File: config.mk
export PLATFORM = sky130hd
export DESIGN_NAME = adv7513_reg_dump
export DESIGN_NICKNAME = d
export VERILOG_FILES = /design/src/rtl/adv7513_reg_dump.sv
export SDC_FILE = /design/constraint.sdc
export NUM_CORES = 1
export LEC_CHECK = 0
export ABC_AREA = 1
export CAP_MARGIN = 20
export CORE_UTILIZATION = 25
export CTS_CLUSTER_SIZE = 8
export DETAILED_ROUTE_END_ITERATION = 8
export PLACE_DENSITY = 0.43
export SKIP_CTS_REPAIR_TIMING = 1
export SLEW_MARGIN = 10
export SYNTH_ARGS = -nofsm -noshare
export SYNTH_HDL_FRONTEND = slang
export SYNTH_SLANG_ARGS = --single-unit
File: constraint.sdc
create_clock -name clk -period 2.65 [get_ports clk]
set_clock_uncertainty 0.05 [all_clocks]
set_input_delay 0.3975 -clock clk [delete_from_list [all_inputs] [get_ports clk]]
set_output_delay 0.3975 -clock clk [all_outputs]
set_load 0.05 [all_outputs]
File: src/rtl/adv7513_reg_dump.sv
// ADV7513 register dump sequencer: walks first_addr..last_addr (with
// 8-bit wrap), issues one read per address and buffers {addr,data} pairs.
//
// Ports:
//   clk, reset            clock, async active-high reset
//   go                    start a dump (sampled in IDLE only)
//   first_addr/last_addr  inclusive address range, latched on go
//   rd_start/rd_reg_addr  read request pulse and held address
//   rd_done/rd_data       read completion level and value
//   out_valid/out_ready   show-ahead buffer handshake
//   out_addr/out_data     head entry of the buffer
//   busy                  not in IDLE
//   dump_done             pulse after the last address is handled
//   timeout_err           sticky: a read timed out in this dump
module adv7513_reg_dump #(
    parameter int FIFO_DEPTH = 4,
    parameter int TIMEOUT    = 65535
) (
    input  logic       clk,
    input  logic       reset,
    input  logic       go,
    input  logic [7:0] first_addr,
    input  logic [7:0] last_addr,
    output logic       rd_start,
    output logic [7:0] rd_reg_addr,
    input  logic       rd_done,
    input  logic [7:0] rd_data,
    output logic       out_valid,
    output logic [7:0] out_addr,
    output logic [7:0] out_data,
    input  logic       out_ready,
    output logic       busy,
    output logic       dump_done,
    output logic       timeout_err
);
    localparam int AW = $clog2(FIFO_DEPTH);
    localparam int TW = $clog2(TIMEOUT + 1);

    typedef enum logic [2:0] {
        S_IDLE,
        S_ISSUE,
        S_ARM,
        S_WAIT,
        S_PUSH,
        S_NEXT
    } state_t;

    state_t state;
    state_t state_nx;

    logic [7:0]    cur_addr;
    logic [7:0]    last_q;
    logic [7:0]    cap_data;
    logic          arm_cnt;
    logic [TW-1:0] tmo_cnt;
    logic          done_q;
    logic          done_rise;
    logic          tmo_hit;
    logic          at_last;

    logic          push;
    logic          pop;
    logic          full;
    logic [AW:0]   wr_ptr;
    logic [AW:0]   rd_ptr;
    logic [15:0]   mem [FIFO_DEPTH];

    // Only a fresh rising edge counts; a level left high by the
    // previous read is filtered by the two ARM cycles plus done_q.
    assign done_rise = rd_done & ~done_q;
    assign tmo_hit   = (tmo_cnt == TW'(TIMEOUT));
    assign at_last   = (cur_addr == last_q);

    // State register
    always_ff @(posedge clk or posedge reset) begin
        if (reset) begin
            state <= S_IDLE;
        end else begin
            state <= state_nx;
        end
    end

    // Next-state logic
    always_comb begin
        state_nx = state;
        unique case (state)
            S_IDLE: begin
                if (go) state_nx = S_ISSUE;
            end
            S_ISSUE: begin
                state_nx = S_ARM;
            end
            S_ARM: begin
                if (arm_cnt) state_nx = S_WAIT;
            end
            S_WAIT: begin
                if (done_rise) begin
                    state_nx = S_PUSH;
                end else if (tmo_hit) begin
                    state_nx = S_NEXT;
                end
            end
            S_PUSH: begin
                if (push) state_nx = S_NEXT;
            end
            S_NEXT: begin
                state_nx = at_last ? S_IDLE : S_ISSUE;
            end
            default: begin
                state_nx = S_IDLE;
            end
        endcase
    end

    // Outputs
    always_comb begin
        rd_start  = (state == S_ISSUE);
        busy      = (state != S_IDLE);
        dump_done = (state == S_NEXT) && at_last;
        // A pop in the same cycle frees a slot even when full.
        push      = (state == S_PUSH) && (!full || pop);
    end

    assign rd_reg_addr = cur_addr;

    // Sequencer datapath
    always_ff @(posedge clk or posedge reset) begin
        if (reset) begin
            cur_addr    <= 8'h00;
            last_q      <= 8'h00;
            cap_data    <= 8'h00;
            arm_cnt     <= 1'b0;
            tmo_cnt     <= '0;
            done_q      <= 1'b0;
            timeout_err <= 1'b0;
        end else begin
            done_q <= rd_done;
            unique case (state)
                S_IDLE: begin
                    if (go) begin
                        cur_addr    <= first_addr;
                        last_q      <= last_addr;
                        timeout_err <= 1'b0;
                    end
                end
                S_ISSUE: begin
                    tmo_cnt <= '0;
                    arm_cnt <= 1'b0;
                end
                S_ARM: begin
                    arm_cnt <= ~arm_cnt;
                end
                S_WAIT: begin
                    if (done_rise) begin
                        cap_data <= rd_data;
                    end else if (tmo_hit) begin
                        timeout_err <= 1'b1;
                    end else begin
                        tmo_cnt <= tmo_cnt + TW'(1);
                    end
                end
                S_NEXT: begin
                    if (!at_last) cur_addr <= cur_addr + 8'd1;
                end
                default: begin
                end
            endcase
        end
    end

    // Output buffer: pointers carry one extra wrap bit.
    assign out_valid = (wr_ptr != rd_ptr);
    assign full      = (wr_ptr[AW] != rd_ptr[AW]) &&
                       (wr_ptr[AW-1:0] == rd_ptr[AW-1:0]);
    assign pop       = out_valid & out_ready;

    always_ff @(posedge clk or posedge reset) begin
        if (reset) begin
            wr_ptr <= '0;
            rd_ptr <= '0;
        end else begin
            if (push) wr_ptr <= wr_ptr + 1'b1;
            if (pop)  rd_ptr <= rd_ptr + 1'b1;
        end
    end

    always_ff @(posedge clk) begin
        if (push) mem[wr_ptr[AW-1:0]] <= {cur_addr, cap_data};
    end

    assign {out_addr, out_data} = mem[rd_ptr[AW-1:0]];

endmodule

==> results_dict.tcl <==
set metrics [dict create \
    outcome "finished, final reports clean" \
    final_common_cell "nand2_1" \
    max_freq_ghz 0.411 \
    clk_latency_ns 0.41 \
    port_buffers 57 \
    cts_tree "built" \
    syn_inst 551 \
    ys_seq_elements 116 \
    synth.top_cell.area_share 0.356 \
    comb_power_share 0.407 \
    drt_wl_total_um 12500 \
    crit_required_ns 2.20 \
    finalPower_uw 8260 \
    yosys_warnings 0 \
    synth.area.top_cells "edfxtp_1 36%, dfrtp_1 24%, nand2_1 8.8%" \
    yosys.area.top_type "edfxtp_1" \
    ant_nets 0 \
    overflow 0 \
    antenna_found_initial 0 \
    vias 3886 \
    syn_avg_cell_area_sq_um 9.81 \
    critPathArrivalTime_ns 1.99 \
    gp_congestion 0.778 \
    cts.path.max_buffers 2 \
    swShare 0.422 \
    final.fill_count 2182 \
    n_antenna_cell 0 \
    start_kind "register" \
    avgViaCountPerCell 4.25 \
    power_switching_uw 3490 \
    drtPass1Iterations 4 \
    core_area_sq_mm 0.0211 \
    rsz0062_at_grt "no" \
    ys_types 39 \
    intPower_uw 4780 \
    max-vdd-ir-drop_mv 0.465 \
    place_hpwl_um 8630 \
    drive_gt1_frac 0.142 \
    placed_cell_area_sq_mm 0.00634 \
    pwr-share-clk 0.254 \
    power.density_mw_per_mm2 1200 \
    crit_type "register to output pin" \
    p_seq_frac 0.339 \
    die_h_um 149 \
    cts-buffers-inserted 17 \
    rows 53 \
    setup_viol 0 \
    synth_area_sq_mm 0.00540 \
    route.detailed.drc 0 \
    drt_iter0_drc 214 \
    nNetsFinal 662 \
    cp_max_fo 10 \
    drv_cap 0 \
    grt_max_degree 34 \
    tightest_slew_ns 0.538 \
    slew-limit-headroom 0.641 \
    die_x_um 149 \
    grt_pass1_wl_um 20700 \
    cts_root_buffer "clkbuf_16" \
    utilization 0.327 \
    post-route-cell-area_sq_mm 0.00689 \
    worstHoldPathType "input pin to async pin" \
    finalCritPeriodShare 0.919 \
    endpoint_kind "output pin" \
    setup-tns-final_ns 0 \
    cts_num_sinks 116 \
    drv_slew 0 \
    leakage_uw 0.00280 \
    io_pins 58 \
    wl_per_cell_um 13.7 \
    syn2layout_area_growth_pct 27.5 \
    first_global_vias 4010 \
    yosysSeqAreaShare 0.597 \
    final_cell_mix "127 x nand2_1, 73 x nor2_1, 64 x edfxtp_1" \
    cts-htree-levels 4 \
    hold_violations 0 \
    clk_pin_slew_ns 0.06 \
    design.die.area_sq_mm 0.0222 \
    synthesis.nets 587 \
    post-route-min-period_ns 2.44 \
    start_util 0.256 \
    grtUsageTotal 0.124 \
]
## worst max-delay path, cell delays in order (launching register included)
cell,delay (ns)
dfrtp_1,0.58
nand2_1,0.09
nand2_1,0.09
nand2_1,0.06
nor2_1,0.14
nand3_1,0.28
inv_1,0.19
buf_12,0.15
## per-layer routing
layer,routed length [um],track usage,vias to the layer above
li1,-,-,1989
met1,6010,0.156,1827
met2,5920,0.202,56
met3,467,0.0376,14
met4,147,0.0367,0
met5,0,0,-
## layout make-up
class	instances	area, sq um	area share
sequential	116	3220	0.468
clock buffer	19	433	0.0629
multi-input combinational	368	1900	0.276
inverter	51	191	0.0278
clock inverter	13	111	0.0162
tap	275	344	0.0500
timing repair buffer	72	681	0.0988
## state kept, by name, summed over array words and instances (netlist names)
name	cells
cap_data	8
last_q	8
rd_ptr	3
tmo_cnt	16
arm_cnt	1
mem	64
timeout_err	1
wr_ptr	3
state	3
done_q	1
rd_reg_addr	8
## path summary, 6_finish.rpt
path	end	slack [ns]	start	cells after the start
min in group clk	done_q	0.42	rd_done	1
worst min-delay path	tmo_cnt[5]	0.27	reset	2
worst min register to register	wr_ptr[2]	0.44	wr_ptr[2]	1
worst max register to register	tmo_cnt[14]	0.67	tmo_cnt[0]	7
worst max-delay path	dump_done	0.21	rd_reg_addr[1]	7
max in group asynchronous	rd_reg_addr[0]	1.72	reset	3
## cell usage after synthesis, drive strengths merged
library cell,count
a31oi,1
o21bai,1
nand3,31
xnor2,9
nand3b,1
mux2,8
and2,1
nand4,5
o211a,1
edfxtp,64
clkbuf,8
dfrtp,52
buf,8
ha,7
xor2,13
mux2i,1
a21oi,6
nor3,5
inv,51
nand2,130
o22ai,16
nor3b,1
nor2,75
o21ai,56
## power groups by stage
| stage | Clock [uW] | Combinational (uW) | Sequential (uW) |
|---|---|---|---|
| 2_1_floorplan | 0 | 2240 | 2910 |
| 3_3_place_gp | 0 | 3390 | 2830 |
| 3_5_place_dp | 0 | 3420 | 2840 |
| 4_1_cts | 2160 | 3430 | 2810 |
| 5_1_grt | 2250 | 3730 | 2870 |
| 6_report | 2100 | 3360 | 2800 |
## cell families after synthesis
logic type | count (synthesis) | synth area share
xor gates and xnor gates | 22 | 0.0357
and+or+nand+nor | 249 | 0.195
adders and majority gates | 7 | 0.0162
buffers and inverters | 67 | 0.0509
DFF | 116 | 0.597
muxes | 9 | 0.0185
AOI/OAI and AO/OA | 81 | 0.0866
## per-stage QoR
step                      cells  setup slack, ns  hold WS [ns]
after global routing        914           0.0245         0.323
final                       914            0.215         0.273
after CTS                   914            0.102         0.282
after global placement      882            0.518         0.424
after detailed placement    882            0.441         0.433
after floorplan             551            0.413         0.379
Note: power is estimated with default switching activity, not from simulation.
